--- src/rtl/warp_scheduler_if.sv ---
// -----------------------------------------------------------------------------
// warp_scheduler_if
// Purpose : bundles the launch, issue, retire and LSU-completion signals of the
//           warp scheduler.
// Modports: master - the scheduler (drives issue_*, busy, kernel_done)
//           slave  - the surrounding controller/LSU (drives everything else)
// Signals : start/start_pc/warp_mask   kernel launch
//           issue_valid/warp/pc/ready  issue offer handshake
//           retire_*                   instruction completion report
//           mem_done_valid/warp        LSU completion for a waiting warp
//           busy/kernel_done           kernel status
// -----------------------------------------------------------------------------
interface warp_scheduler_if #(
   parameter int NUM_WARPS = 4,
   parameter int PC_WIDTH  = 8
);
   localparam int WID_W = (NUM_WARPS > 1) ? $clog2(NUM_WARPS) : 1;

   logic                 start;
   logic [PC_WIDTH-1:0]  start_pc;
   logic [NUM_WARPS-1:0] warp_mask;

   logic                 issue_valid;
   logic [WID_W-1:0]     issue_warp;
   logic [PC_WIDTH-1:0]  issue_pc;
   logic                 issue_ready;

   logic                 retire_valid;
   logic [WID_W-1:0]     retire_warp;
   logic [PC_WIDTH-1:0]  retire_next_pc;
   logic                 retire_mem;
   logic                 retire_halt;

   logic                 mem_done_valid;
   logic [WID_W-1:0]     mem_done_warp;

   logic                 busy;
   logic                 kernel_done;

   modport master (
      input  start, start_pc, warp_mask, issue_ready,
             retire_valid, retire_warp, retire_next_pc, retire_mem, retire_halt,
             mem_done_valid, mem_done_warp,
      output issue_valid, issue_warp, issue_pc, busy, kernel_done
   );

   modport slave (
      output start, start_pc, warp_mask, issue_ready,
             retire_valid, retire_warp, retire_next_pc, retire_mem, retire_halt,
             mem_done_valid, mem_done_warp,
      input  issue_valid, issue_warp, issue_pc, busy, kernel_done
   );
endinterface

--- src/rtl/warp_scheduler.sv ---
// -----------------------------------------------------------------------------
// warp_scheduler
// Purpose : round-robin issue scheduler for NUM_WARPS warps, each with its own
//           PC and a state of OFF/READY/BUSY/WAIT_MEM/DONE. A top FSM
//           (IDLE/RUN/FINISH) tracks the kernel.
// Ports   : clk   - clock, rising edge
//           reset - asynchronous, active-high
//           bus   - warp_scheduler_if.master (launch, issue, retire, mem_done,
//                   busy/kernel_done)
//           stall_cycles - 16-bit saturating count of RUN cycles without an
//                   issue handshake; present only with WARP_SCHED_STALL_CNT_EN
// Option  : `define WARP_SCHED_STALL_CNT_EN to add the stall counter.
// -----------------------------------------------------------------------------
module warp_scheduler #(
   parameter int NUM_WARPS = 4,
   parameter int PC_WIDTH  = 8
) (
   input  logic             clk,
   input  logic             reset,
   warp_scheduler_if.master bus
`ifdef WARP_SCHED_STALL_CNT_EN
   ,
   output logic [15:0]      stall_cycles
`endif
);
   localparam int WID_W = (NUM_WARPS > 1) ? $clog2(NUM_WARPS) : 1;

   typedef enum logic [1:0] {S_IDLE, S_RUN, S_FINISH} state_t;
   typedef enum logic [2:0] {W_OFF, W_READY, W_BUSY, W_WAIT_MEM, W_DONE} wstate_t;

   state_t              r_state;
   wstate_t             r_wstate [NUM_WARPS];
   logic [PC_WIDTH-1:0] r_pc     [NUM_WARPS];
   logic [WID_W-1:0]    r_last;
   logic                r_issue_valid;
   logic [WID_W-1:0]    r_issue_warp;
   logic [PC_WIDTH-1:0] r_issue_pc;
   logic                r_busy;
   logic                r_kernel_done;
`ifdef WARP_SCHED_STALL_CNT_EN
   logic [15:0]         r_stall;
`endif

   wstate_t             w_wnext  [NUM_WARPS];
   logic [PC_WIDTH-1:0] w_pcnext [NUM_WARPS];
   logic                w_fire;
   logic                w_start_ok;
   logic                w_all_done;
   logic                w_sel_valid;
   logic [WID_W-1:0]    w_sel;
   logic [WID_W-1:0]    w_base;
   logic [WID_W-1:0]    w_idx;

   assign w_fire     = r_issue_valid && bus.issue_ready;
   assign w_start_ok = bus.start && (bus.warp_mask != '0) && (r_state != S_RUN);
   // the warp being accepted this cycle counts as the last issued one
   assign w_base     = w_fire ? r_issue_warp : r_last;

   // Next per-warp state: retire, mem_done and issue for distinct warps all apply.
   always_comb begin : warp_next
      w_all_done = 1'b1;
      for (int unsigned w = 0; w < NUM_WARPS; w++) begin
         w_wnext[w]  = r_wstate[w];
         w_pcnext[w] = r_pc[w];
         if (bus.retire_valid && (bus.retire_warp == WID_W'(w)) && (r_wstate[w] == W_BUSY)) begin
            if (bus.retire_halt) begin
               w_wnext[w] = W_DONE;
            end else begin
               w_wnext[w]  = bus.retire_mem ? W_WAIT_MEM : W_READY;
               w_pcnext[w] = bus.retire_next_pc;
            end
         end
         if (bus.mem_done_valid && (bus.mem_done_warp == WID_W'(w)) && (r_wstate[w] == W_WAIT_MEM))
            w_wnext[w] = W_READY;
         if (w_fire && (r_issue_warp == WID_W'(w)))
            w_wnext[w] = W_BUSY;
         if ((w_wnext[w] != W_OFF) && (w_wnext[w] != W_DONE))
            w_all_done = 1'b0;
      end
   end

   // Round-robin pick from the registered READY set; the warp accepted this
   // cycle is excluded, so a warp made READY at edge N is first offered at N+1.
   always_comb begin : rr_select
      w_sel_valid = 1'b0;
      w_sel       = '0;
      w_idx       = '0;
      for (int unsigned i = 1; i <= NUM_WARPS; i++) begin
         w_idx = WID_W'((32'(w_base) + i) % 32'(NUM_WARPS));
         if (!w_sel_valid && (r_wstate[w_idx] == W_READY) && !(w_fire && (r_issue_warp == w_idx))) begin
            w_sel_valid = 1'b1;
            w_sel       = w_idx;
         end
      end
   end

   always_ff @(posedge clk or posedge reset) begin
      if (reset) begin
         r_state       <= S_IDLE;
         for (int unsigned w = 0; w < NUM_WARPS; w++) begin
            r_wstate[w] <= W_OFF;
            r_pc[w]     <= '0;
         end
         r_last        <= WID_W'(NUM_WARPS - 1);
         r_issue_valid <= 1'b0;
         r_issue_warp  <= '0;
         r_issue_pc    <= '0;
         r_busy        <= 1'b0;
         r_kernel_done <= 1'b0;
`ifdef WARP_SCHED_STALL_CNT_EN
         r_stall       <= '0;
`endif
      end else if (w_start_ok) begin
         r_state       <= S_RUN;
         for (int unsigned w = 0; w < NUM_WARPS; w++) begin
            r_wstate[w] <= bus.warp_mask[w] ? W_READY : W_OFF;
            if (bus.warp_mask[w])
               r_pc[w] <= bus.start_pc;
         end
         r_last        <= WID_W'(NUM_WARPS - 1);
         r_issue_valid <= 1'b0;
         r_busy        <= 1'b1;
         r_kernel_done <= 1'b0;
`ifdef WARP_SCHED_STALL_CNT_EN
         r_stall       <= '0;
`endif
      end else if (r_state == S_RUN) begin
         r_wstate <= w_wnext;
         r_pc     <= w_pcnext;
         if (w_fire)
            r_last <= r_issue_warp;
         // offer is held while stalled; otherwise reloaded (or dropped) each cycle
         if (!r_issue_valid || bus.issue_ready) begin
            r_issue_valid <= w_sel_valid;
            if (w_sel_valid) begin
               r_issue_warp <= w_sel;
               r_issue_pc   <= r_pc[w_sel];
            end
         end
         if (w_all_done) begin
            r_state       <= S_FINISH;
            r_issue_valid <= 1'b0;
            r_busy        <= 1'b0;
            r_kernel_done <= 1'b1;
         end
`ifdef WARP_SCHED_STALL_CNT_EN
         if (!w_fire && (r_stall != '1))
            r_stall <= r_stall + 16'd1;
`endif
      end
   end

   assign bus.issue_valid = r_issue_valid;
   assign bus.issue_warp  = r_issue_warp;
   assign bus.issue_pc    = r_issue_pc;
   assign bus.busy        = r_busy;
   assign bus.kernel_done = r_kernel_done;
`ifdef WARP_SCHED_STALL_CNT_EN
   assign stall_cycles    = r_stall;
`endif
endmodule

--- src/flat_wrapper.sv ---
// flat-port wrapper written by rule: the top's interface ports become plain ports
module warp_scheduler_flat 
#(
   parameter int NUM_WARPS = 4,
   parameter int PC_WIDTH  = 8
)
  (clk, reset, bus_start, bus_start_pc, bus_warp_mask, bus_issue_ready, bus_retire_valid, bus_retire_warp, bus_retire_next_pc, bus_retire_mem, bus_retire_halt, bus_mem_done_valid, bus_mem_done_warp, bus_issue_valid, bus_issue_warp, bus_issue_pc, bus_busy, bus_kernel_done);
  warp_scheduler_if #(.NUM_WARPS(NUM_WARPS), .PC_WIDTH(PC_WIDTH)) bus_i ();
  input  logic clk;
  input  logic reset;
  input wire logic [$bits(bus_i.start)-1:0] bus_start;
  input wire logic [$bits(bus_i.start_pc)-1:0] bus_start_pc;
  input wire logic [$bits(bus_i.warp_mask)-1:0] bus_warp_mask;
  input wire logic [$bits(bus_i.issue_ready)-1:0] bus_issue_ready;
  input wire logic [$bits(bus_i.retire_valid)-1:0] bus_retire_valid;
  input wire logic [$bits(bus_i.retire_warp)-1:0] bus_retire_warp;
  input wire logic [$bits(bus_i.retire_next_pc)-1:0] bus_retire_next_pc;
  input wire logic [$bits(bus_i.retire_mem)-1:0] bus_retire_mem;
  input wire logic [$bits(bus_i.retire_halt)-1:0] bus_retire_halt;
  input wire logic [$bits(bus_i.mem_done_valid)-1:0] bus_mem_done_valid;
  input wire logic [$bits(bus_i.mem_done_warp)-1:0] bus_mem_done_warp;
  output wire logic [$bits(bus_i.issue_valid)-1:0] bus_issue_valid;
  output wire logic [$bits(bus_i.issue_warp)-1:0] bus_issue_warp;
  output wire logic [$bits(bus_i.issue_pc)-1:0] bus_issue_pc;
  output wire logic [$bits(bus_i.busy)-1:0] bus_busy;
  output wire logic [$bits(bus_i.kernel_done)-1:0] bus_kernel_done;
  assign bus_i.start = bus_start;
  assign bus_i.start_pc = bus_start_pc;
  assign bus_i.warp_mask = bus_warp_mask;
  assign bus_i.issue_ready = bus_issue_ready;
  assign bus_i.retire_valid = bus_retire_valid;
  assign bus_i.retire_warp = bus_retire_warp;
  assign bus_i.retire_next_pc = bus_retire_next_pc;
  assign bus_i.retire_mem = bus_retire_mem;
  assign bus_i.retire_halt = bus_retire_halt;
  assign bus_i.mem_done_valid = bus_mem_done_valid;
  assign bus_i.mem_done_warp = bus_mem_done_warp;
  assign bus_issue_valid = bus_i.issue_valid;
  assign bus_issue_warp = bus_i.issue_warp;
  assign bus_issue_pc = bus_i.issue_pc;
  assign bus_busy = bus_i.busy;
  assign bus_kernel_done = bus_i.kernel_done;
  warp_scheduler #(.NUM_WARPS(NUM_WARPS), .PC_WIDTH(PC_WIDTH)) u_core (.clk(clk), .reset(reset), .bus(bus_i));
endmodule
--- config.mk ---
export PLATFORM = sky130hd
export DESIGN_NAME = warp_scheduler_flat
export DESIGN_NICKNAME = d
export VERILOG_FILES = /design/src/rtl/warp_scheduler_if.sv /design/src/rtl/warp_scheduler.sv /design/src/flat_wrapper.sv
export SDC_FILE = /design/constraint.sdc
export NUM_CORES = 1
export LEC_CHECK = 0
export CORE_MARGIN = 4
export CORE_UTILIZATION = 61
export CTS_BUF_LIST = sky130_fd_sc_hd__clkbuf_8
export CTS_CLUSTER_DIAMETER = 30
export DETAILED_ROUTE_END_ITERATION = 8
export GPL_ROUTABILITY_DRIVEN = 0
export PLACE_DENSITY = 0.88
export SYNTH_ARGS = -nofsm -noshare
export SYNTH_HDL_FRONTEND = slang
export SYNTH_SLANG_ARGS = --single-unit
--- constraint.sdc ---
create_clock -name clk -period 4.9 [get_ports clk]
set_input_delay 0.98 -clock clk [delete_from_list [all_inputs] [get_ports clk]]
set_output_delay 0.98 -clock clk [all_outputs]
set_load 0.01 [all_outputs]
---- After elaboration in Yosys (flattened, before gate mapping) ----
Cells that the tools add are included.
storage, ports and cells
  register bits after elaboration ......... 61
  latch bits .............................. 0
  RAM bits ................................ 0
  bits in read-only memories .............. 0
  input bits .............................. 32
  logic and storage cells ................. 209
  memories kept ........................... 0
cells by class
  add/sub/neg operators ................... 4
  multipliers ............................. 0
  divide/modulo/power cells ............... 0
  $lt $le $gt $ge ......................... 5
  equal/unequal tests ..................... 36
  shift operators ......................... 0
  muxes and demuxes ....................... 74
  bitwise gates (word level) .............. 6
  reductions and logical operators ........ 69
operators by type and width
  cell                 number
  $mux 8               11
  $mux 32              2
  $mux 3               21
  $logic_and 1x1->1    38
  $bmux 3 s2           4
  $eq 3x2->1 const B   8
  $mux 12              2
  $mux 1               22
  $mux 2               11
  $reduce_and 4->1     5
  $bmux 8 s2           1
  $ge 3x3->1 const B   5
  $not 2->3            5
  $reduce_bool 3->1    5
  $eq 2x2->1 const B   6
  $eq 3x1->1 const B   4
  $ne 3x3->1 const B   4
  $reduce_bool 2->1    6
  $eq 2x1->1 const B   4
  $eq 2x2->1           4
  $logic_not 1->1      8
  $ne 2x2->1 const B   4
  $logic_not 2->1      3
  $add 2x1->2 const B  2
  other kinds (6)      9

---- Depth between registers and ports, before layout ----
Gate-level depths: netlist of the first run.
  word-level depth ........................ 26
  depth in mapped cells ................... 10
  depth with buffers taken out ............ 7

---- Worst setup path before layout of the first run ----
Ideal clock, no wire load.
  path type ............................... in2reg
  start point ............................. input bus_issue_ready
  end point ............................... register u_core.r_issue_pc[0] (netlist: u_core.bus.issue_pc[0])
  setup time .............................. 0.125 ns
  arrival time ............................ 2.802 ns
  data required time ...................... 4.775 ns
  path slack .............................. 1.973 ns
  cell stages on the path ................. 10
  cell sequence ........................... buf_2 > and3_4 > a2111oi_1 > nand3_1 > o221a_1 > buf_6 > buf_12 > mux2i_1 > mux2i_1 > mux2_2
between the ends
  cells in the longest elaborated chain, start to end .. 26
ends and longest elaborated chain
  item                                       line                   text
  start: declaration                         flat_wrapper.sv:14     input wire logic [$bits(bus_i.issue_ready)-1:0] bus_issue_ready;
  $logic_and 1x1->1                          warp_scheduler.sv:54   assign w_fire = r_issue_valid && bus.issue_ready;
  $mux 2                                     warp_scheduler.sv:57   assign w_base = w_fire ? r_issue_warp : r_last;
  $add 2x1->2                                warp_scheduler.sv:89   w_idx = WID_W'((32'(w_base) + i) % 32'(NUM_WARPS));
  $not 2->3 (not written as such)            warp_scheduler.sv:90   if (!w_sel_valid && (r_wstate[w_idx] == W_READY) && !(w_fire && (r_issue_warp == w_idx))) begin
  $bmux 3 s2                                 warp_scheduler.sv:90
  $mux 3 (not written as such) (2 in a row)  warp_scheduler.sv:90
  $eq 3x1->1                                 warp_scheduler.sv:90
  $logic_and 1x1->1                          warp_scheduler.sv:90
  [6 not listed]                             --
  $logic_and 1x1->1 (2 in a row)             warp_scheduler.sv:90
  $mux 1                                     warp_scheduler.sv:90
  $logic_not 1->1                            warp_scheduler.sv:90
  $logic_and 1x1->1 (2 in a row)             warp_scheduler.sv:90
  $mux 2                                     warp_scheduler.sv:90
  $not 2->3 (not written as such)            warp_scheduler.sv:137  r_issue_pc <= r_pc[w_sel];
  $bmux 8 s2                                 warp_scheduler.sv:137
  $mux 8 (not written as such) (2 in a row)  warp_scheduler.sv:137
  end signal: assignment                     warp_scheduler.sv:137
  end: declaration                           warp_scheduler.sv:37   logic [PC_WIDTH-1:0] r_issue_pc;
Parallel ways exist; a longest one is shown, timed or not. The select of a mux whose other input is x is not followed.
A chain may end at the register's enable or synchronous reset.

---- Final worst setup path of the first run ----
  start point ............................. input bus_issue_ready
  end point ............................... register u_core.r_issue_pc[6] (netlist: u_core.bus.issue_pc[6])
Same word-level chain as after synthesis.

==> out/metrics.cfg, run 1 <==
[timing]
finalSetupTns_ps = 0
hold_viol_final = 0
period_share_pct = 70.3
skew_ps = 8.88
fmax_mhz = 290
rsz0062_at_grt = no
setup_viol = 0
worst_slew_pin_slew_ps = 951
maxSlewViolCount = 0
maxSlewHeadroom_pct = 36.1
post-route-min-period_ps = 3450
worst_slack_ps = 1450

[clock_tree]
clock-sinks = 59
post_cts_buffers = 0
clk_pin_slew_ps = 60
cts_tree = done
numCtsBuffers = 9
cts-root-buf = clkbuf_8
cts_resized = 0
hold_buffers = 0
cts_buffer_depth = 2
insertion_delay_ps = 340
h-tree-depth = 3

[synthesis]
yosysSeqAreaShare_pct = 44.7
yosysTopAreaCellShare_pct = 43.1
yosysUniqueCellTypes = 55
synth-edff-count = 0
yosysWarnings = 0
synth.area.top_cells = dfrtp_1, mux2_2, mux2i_1, nand3_1, a21oi_1
synth-async-reset-ratio_pct = 100
ys_ff_latch = 59
synth_area_sq_um = 3310
syn_inst = 295
syn-num-nets = 327
yosys.area.top_type = dfrtp_1
syn_avg_cell_area_sq_um = 11.2
synthFlopType = dfrtp_1

[worst_setup_path]
crit_type = primary input to flip-flop
reg2reg_to = u_core.bus.issue_pc[6]
worstSetupEndpointType = flip-flop
r2r_cells = 7
slowest_stage = clkdlybuf4s50_1
cp_max_fo = 11
r2r_setup_slack_ps = 2170
worstReg2RegStart = u_core.r_last[0]
crit_arrival_ps = 3670
slowest_delay_ps = 690
required_ps = 5120
cp-start-kind = primary input
crit_chain = clkdlybuf4s50_1, nand2_2, a2111oi_1, o21ai_1, nand2_1, a21oi_1, o21ai_2, mux2_2
crit_start = bus_issue_ready

[route]
first_pass_iters = 7
wl_mm = 8.26
avgRoutedWirePerCell_microns = 19.8
vias = 2799
drc = 0
ant_nets = 0
vias_per_cell = 6.70
drt-initial-drc-count = 373

[floorplan]
io_pins = 45
dieWidth_microns = 81.7
die_area_sq_um = 6670
rows = 26
initial_core_util_pct = 64.0
die_h_microns = 81.7
core_sq_um = 5170

[pwr]
power.density_nw_per_um2 = 689
p_leak_nw = 1.71
vdd_drop_max_uv = 500

[finish]
fillers = 333
area_growth_pct = 21.4
final_nets = 375
antennaDiodeCount = 0
drive_gt1_share_pct = 24.4

[placed_design]
portBuffers = 44
hpwlAfterDp_mm = 5.74
dp_slack_ps = 1150

[worst_hold_path]
whs_endpoint = u_core.bus.issue_pc[4]
hold_start = u_core.bus.issue_pc[4]
hold_path.class = flip-flop to flip-flop
hold_path_depth = 1

[grt]
grt_pass1_vias = 2717
grt_max_degree = 60
grt_overflow = 0
track_usage_pct = 26.8
antenna_found_initial = 0
grt_first_pass_wirelength_mm = 13.3

[status]
status = finished clean

[job]
maxCapViolCount = 0

[worst max-delay path, delay by kind of cell]
family                 cells  cell delay, ps
AO/OA/AOI/OAI              4            1290
AND/OR/NAND/NOR            2             300
multiplexers               1             400
buffers and inverters      1             690
[how the worst max path moves through the flow]
stage,to,slack [ps],depth (start not counted)
after floorplan,u_core.bus.issue_pc[0],1970,10
after global routing,u_core.bus.issue_pc[7],1300,8
final,u_core.bus.issue_pc[6],1450,8
after detailed placement,u_core.bus.issue_pc[0],1150,8
after global placement,u_core.bus.issue_pc[5],1250,8
after CTS,u_core.bus.issue_pc[0],1500,8
[power breakdown]
| group | internal (mW) | switching [mW] |
|---|---|---|
| registers | 0.729 | 0.195 |
| logic | 0.702 | 0.655 |
| clock network | 0.296 | 0.191 |
| total | 1.73 | 1.04 |
[sequential cells by signal (all words and copies together) (netlist names)]
| name | cells |
|---|---|
| u_core.r_wstate | 12 |
| u_core.bus.issue_pc | 8 |
| u_core.r_pc | 32 |
| u_core.bus.issue_valid | 1 |
| u_core.r_state | 1 |
| u_core.bus.kernel_done | 1 |
| u_core.bus.issue_warp | 2 |
| u_core.r_last | 2 |
[layer usage]
metal / vias up / GRT usage [%] / wire length, microns
met5: - / 0 / 0
met4: 0 / 15.1 / 307
met3: 39 / 4.71 / 626
met2: 170 / 43.2 / 3990
met1: 1358 / 34.2 / 3330
li1: 1232 / - / -
[cells by family after synthesis]
| logic type | after synthesis | share of synthesized area (%) |
|---|---|---|
| buf+inv | 16 | 2.72 |
| flops | 59 | 44.7 |
| simple gates | 85 | 15.8 |
| mux | 77 | 25.2 |
| compound gates | 58 | 11.7 |
[cell usage after synthesis (4+ instances only)]
library cell	number
nand3_1	16
o21ai_1	5
dfrtp_1	57
mux2i_1	27
a21oi_1	14
nand2_1	14
o21ai_0	12
nor2_1	7
nand4_1	5
inv_1	4
clkbuf_1	7
nor3_1	6
mux2_2	49
nor2b_1	8
[cell usage in the layout, fill, tap and decap left out, drive strengths merged, types with 2 or more instances in the layout]
cell           instances
a21bo                  2
a21oi                 14
a31o                   2
a31oi                  2
a41oi                  2
and3                   2
and4                   3
buf                    5
bufinv                 2
clkbuf                10
clkdlybuf4s50         44
clkinv                 2
dfrtp                 57
dfstp                  2
inv                    6
mux2                  50
mux2i                 27
nand2                 15
nand2b                 3
nand3                 16
nand4                  5
nand4b                 2
nor2                   9
nor2b                  8
nor3                   6
nor3b                  5
nor4                   3
nor4b                  3
nor4bb                 2
o211ai                 3
o21ai                 18
o311ai                 2
o31ai                  2
[cell type report]
class	count	area [sq um]	share of cell area, %
flip-flops and latches	59	1480	36.8
clock buffers	10	138	3.42
clock inverters	6	81.3	2.02
repair buffers	49	478	11.9
well taps	70	87.6	2.18
multi-input cells	220	1740	43.3
inverters	4	15.0	0.373
[metrics by stage]
stage	hold WS, ps	total power, mW	cell area, sq um	cells	utilization (%)
after floorplan	480	1.93	3310	295	-
after global placement	488	2.19	3800	402	73.5
after detailed placement	496	2.27	3800	402	73.5
after CTS	508	2.76	4020	418	77.7
after global routing	522	2.94	4020	418	77.7
final	507	2.77	4020	418	77.7
No activity file was read; power rests on OpenSTA's default activity.
==> run 2: changes to the inputs <==
CORE_UTILIZATION = 51   (was 61)
PLACE_DENSITY = 0.79   (was 0.88)
clock period = 2.8 ns   (was 4.9 ns; I/O delays follow)
==> out/metrics.cfg, run 2 (synthesis results as in run 1) <==
[worst_hold_path]
hold_path.class = flip-flop to flip-flop
hold_start = u_core.r_pc[21]
whs_endpoint = u_core.r_pc[21]
hold_path_depth = 1

[finish]
fillers = 490
area_growth_pct = 29.1
fin_cells = 456
regMostFlops = u_core.r_pc
drive_gt1_share_pct = 31.9
final_cell_mix = dfrtp_1, mux2_2, clkdlybuf4s50_1, buf_4, mux2i_1
final_common_cell = dfrtp_1
largest_register_ffs = 32
utilization_pct = 67.7
final_nets = 406
antennaDiodeCount = 0

[route]
avgRoutedWirePerCell_microns = 18.3
vias = 2770
drc = 0
wl_mm = 8.33
vias_per_cell = 6.07
first_pass_iters = 4
ant_nets = 0
drt-initial-drc-count = 166

[grt]
grt_overflow = 0
track_usage_pct = 23.0
grt_max_degree = 27
grt_first_pass_wirelength_mm = 13.6
grt_pass1_vias = 2806
antenna_found_initial = 0

[timing]
post-route-min-period_ps = 2680
setup_viol = 0
maxSlewViolCount = 0
hold_viol_final = 0
worst_slack_ps = 117
maxSlewHeadroom_pct = 28.5
rsz0062_at_grt = no
worst_slew_pin_slew_ps = 1070
fmax_mhz = 373
fin_hold_ws_ps = 509
period_share_pct = 95.8
skew_ps = 11.2

[placed_design]
hpwlAfterDp_mm = 6.03
portBuffers = 44
placedCellCount = 440
dp_slack_ps = -241

[clock_tree]
cts_tree = done
cts-root-buf = clkbuf_8
clock-sinks = 59
clk_pin_slew_ps = 70
insertion_delay_ps = 340
post_cts_buffers = 0
cts_buffer_depth = 2
h-tree-depth = 3
numCtsBuffers = 9
hold_buffers = 0
cts_resized = 0

[floorplan]
core_sq_um = 6310
initial_core_util_pct = 52.5
dieWidth_microns = 88.6
io_pins = 45
die_h_microns = 88.6
rows = 29
die_area_sq_um = 7850

[worst_setup_path]
crit_arrival_ps = 2910
required_ps = 3030
crit_top_cell = buf_4
crit_type = primary input to flip-flop
path_buf_inv = 3
crit_family = buffers and inverters
worstReg2RegStart = u_core.r_wstate[3]
reg2reg_to = u_core.bus.issue_pc[3]
slowest_stage = clkdlybuf4s50_1
r2r_setup_slack_ps = 210
slowest_delay_ps = 510
crit_chain = clkdlybuf4s50_1, buf_4, a21bo_2, nor4_2, o21ai_0, nand2_1, a21oi_1, o21ai_2, buf_4, mux2_2
r2r_cells = 8
cp_max_fo = 6
cp.depth = 10
worstSetupEndpointType = flip-flop
cp-start-kind = primary input

[status]
status = finished clean

[pwr]
power.density_nw_per_um2 = 1170
vdd_drop_max_uv = 899
p_leak_nw = 1.85
power.total_mw = 5.00

[job]
maxCapViolCount = 0

-- run 2: cell count changes in the layout (fill, tap and decap cells not counted), sizes merged --
cell      change
buf          +31
bufinv        -1
clkbuf        -1
clkinvlp      +2
-- run 2: area by class of cell --
class,count,area [sq um],share of cell area [%]
multi-input cells,220,1760,41.2
well taps,77,96.3,2.25
inverters,4,15.0,0.351
clock buffers,9,124,2.90
flip-flops and latches,59,1480,34.6
clock inverters,7,76.3,1.79
repair buffers,80,723,16.9
-- run 2: how the worst max path moves through the flow --
stage | from | to
detailed placement | bus_issue_ready | u_core.bus.issue_pc[7]
CTS | bus_issue_ready | u_core.bus.issue_pc[3]
finish | bus_issue_ready | u_core.bus.issue_pc[0]
global route | bus_issue_ready | u_core.bus.issue_pc[0]
global placement | bus_issue_ready | u_core.bus.issue_pc[6]
floorplan | bus_issue_ready | u_core.bus.issue_pc[0]
-- run 2: report_power, final --
group | total, mW | leakage (nW) | internal [mW] | switching [mW]
registers | 1.62 | 0.718 | 1.28 | 0.340
logic | 2.59 | 1.03 | 1.42 | 1.17
clock network | 0.794 | 0.0962 | 0.416 | 0.378
-- run 2: metal layers --
metal  share of wire [%]  GRT usage, %
met1                  41          28.2
met2                  51          39.5
met3                 6.2          5.77
met4                 1.6          7.97
met5                   0             0
-- run 2: worst reg2reg max path, cell delays in order, from the launching register on --
cell and delay, ps:
dfrtp_1 440, or3b_1 420, or3_1 360, a32o_1 220, o221a_1 290, buf_12 170
mux2i_1 190, mux2i_1 120, mux2_2 280
-- run 2: through the flow --
step,TNS [ps],area [sq um]
floorplan,0,3310
global placement,-6190,4060
detailed placement,-7500,4060
CTS,0,4260
global route,0,4270
finish,0,4270
==> run 3: changes to the inputs <==
ABC_AREA = 0   (was not set)
ABC_CLOCK_PERIOD_IN_PS = 2800   (was not set)
SLEW_MARGIN = 20   (was not set)
==> out/metrics.cfg, run 3 (synthesis results as in run 1) <==
[status]
status = finished clean

[worst_setup_path]
worstSetupEndpointType = flip-flop
required_ps = 3030
crit_start = bus_issue_ready
reg2reg_to = u_core.bus.issue_pc[3]
crit_type = primary input to flip-flop
r2r_setup_slack_ps = 210
cp-start-kind = primary input
crit_arrival_ps = 2900
r2r_cells = 8
cp_max_fo = 6
worstReg2RegStart = u_core.r_wstate[4]

[grt]
grt_overflow = 0
grt_max_degree = 27
grt_pass1_vias = 2806
antenna_found_initial = 0
grt_first_pass_wirelength_mm = 13.6
track_usage_pct = 23.0

[finish]
fin_area_sq_um = 4280
fillers = 489
drive_gt1_share_pct = 32.2
regMostFlops = u_core.r_pc
area_growth_pct = 29.1
fin_cells = 456
final_cell_mix = dfrtp_1, mux2_2, clkdlybuf4s50_1, buf_4, mux2i_1
final_nets = 406
final_common_cell = dfrtp_1
largest_register_ffs = 32
antennaDiodeCount = 0
utilization_pct = 67.7

[timing]
post-route-min-period_ps = 2670
setup_viol = 0
period_share_pct = 95.4
finalSetupTns_ps = 0
fmax_mhz = 374
fin_hold_ws_ps = 508
worst_slew_pin_slew_ps = 670
maxSlewViolCount = 0
maxSlewHeadroom_pct = 55.3
hold_viol_final = 0
skew_ps = 9.17
rsz0062_at_grt = no
worst_slack_ps = 129

[route]
route.met3.wl_microns = 561
vias_per_cell = 6.05
top_layer = met4
drc = 0
wl_mm = 8.33
first_pass_iters = 5
avgRoutedWirePerCell_microns = 18.3
drt-initial-drc-count = 168
vias = 2757
wl_met2_mm = 4.22
wl_met1_mm = 3.39
ant_nets = 0

[floorplan]
rows = 29
io_pins = 45
dieWidth_microns = 88.6
initial_core_util_pct = 52.5
die_h_microns = 88.6
die_area_sq_um = 7850
core_sq_um = 6310

[worst_hold_path]
hold_start = u_core.r_pc[23]
whs_endpoint = u_core.r_pc[23]
hold_path_depth = 1
hold_path.class = flip-flop to flip-flop

[pwr]
power.density_nw_per_um2 = 1170
p_leak_nw = 1.85
power.total_mw = 5.00
vdd_drop_max_uv = 902

[clock_tree]
insertion_delay_ps = 340
cts_buffer_depth = 2
h-tree-depth = 3
cts_tree = done
cts-root-buf = clkbuf_8
clk_pin_slew_ps = 70
numCtsBuffers = 9
clock-sinks = 59
hold_buffers = 0

[placed_design]
hpwlAfterDp_mm = 6.03
dp_slack_ps = -241
portBuffers = 44
dpl-instance-area_sq_um = 4060
placedCellCount = 440

[job]
maxCapViolCount = 0

run 3: cell count changes in the layout (fill, tap and decap cells not counted):
cell,previous run,this run
nor2_2,1,2
nor2_1,7,6
run 3: layout make-up:
| cell class | instances | area [sq um] | share of cell area, % |
|---|---|---|---|
| clock inverter | 7 | 76.3 | 1.78 |
| clock buffer | 9 | 124 | 2.90 |
| multi-input combinational | 220 | 1760 | 41.2 |
| inverter | 4 | 15.0 | 0.351 |
| sequential | 59 | 1480 | 34.6 |
| timing repair buffer | 80 | 723 | 16.9 |
| tap | 77 | 96.3 | 2.25 |
run 3: critical path, stage by stage:
cell,delay (ps)
clkdlybuf4s50_1,510
buf_4,210
a21bo_2,240
nor4_2,300
o21ai_0,170
nand2_1,110
a21oi_1,70
o21ai_2,190
buf_4,190
mux2_2,340
run 3: power by group:
part | internal (mW) | switching (mW)
sequential | 1.28 | 0.339
clock | 0.416 | 0.378
combinational | 1.42 | 1.17
run 3: worst max path at each step:
stage	to	slack, ps	cells after the start
global route	u_core.bus.issue_pc[0]	30	10
floorplan	u_core.bus.issue_pc[0]	290	10
finish	u_core.bus.issue_pc[0]	130	10
CTS	u_core.bus.issue_pc[3]	100	9
detailed placement	u_core.bus.issue_pc[7]	-240	9
global placement	u_core.bus.issue_pc[6]	-280	10
run 3: timing repair:
action | 4_1_cts | 5_1_grt
setup endpoints to repair | 0 | 8
resized for setup | 0 | 3
buffers inserted | 0 | 0
run 3: routing by layer:
| layer | global-route usage (%) | vias to the layer above |
|---|---|---|
| li1 | - | 1280 |
| met1 | 28.2 | 1348 |
| met2 | 39.5 | 112 |
| met3 | 5.77 | 17 |
| met4 | 7.97 | 0 |
| met5 | 0 | - |
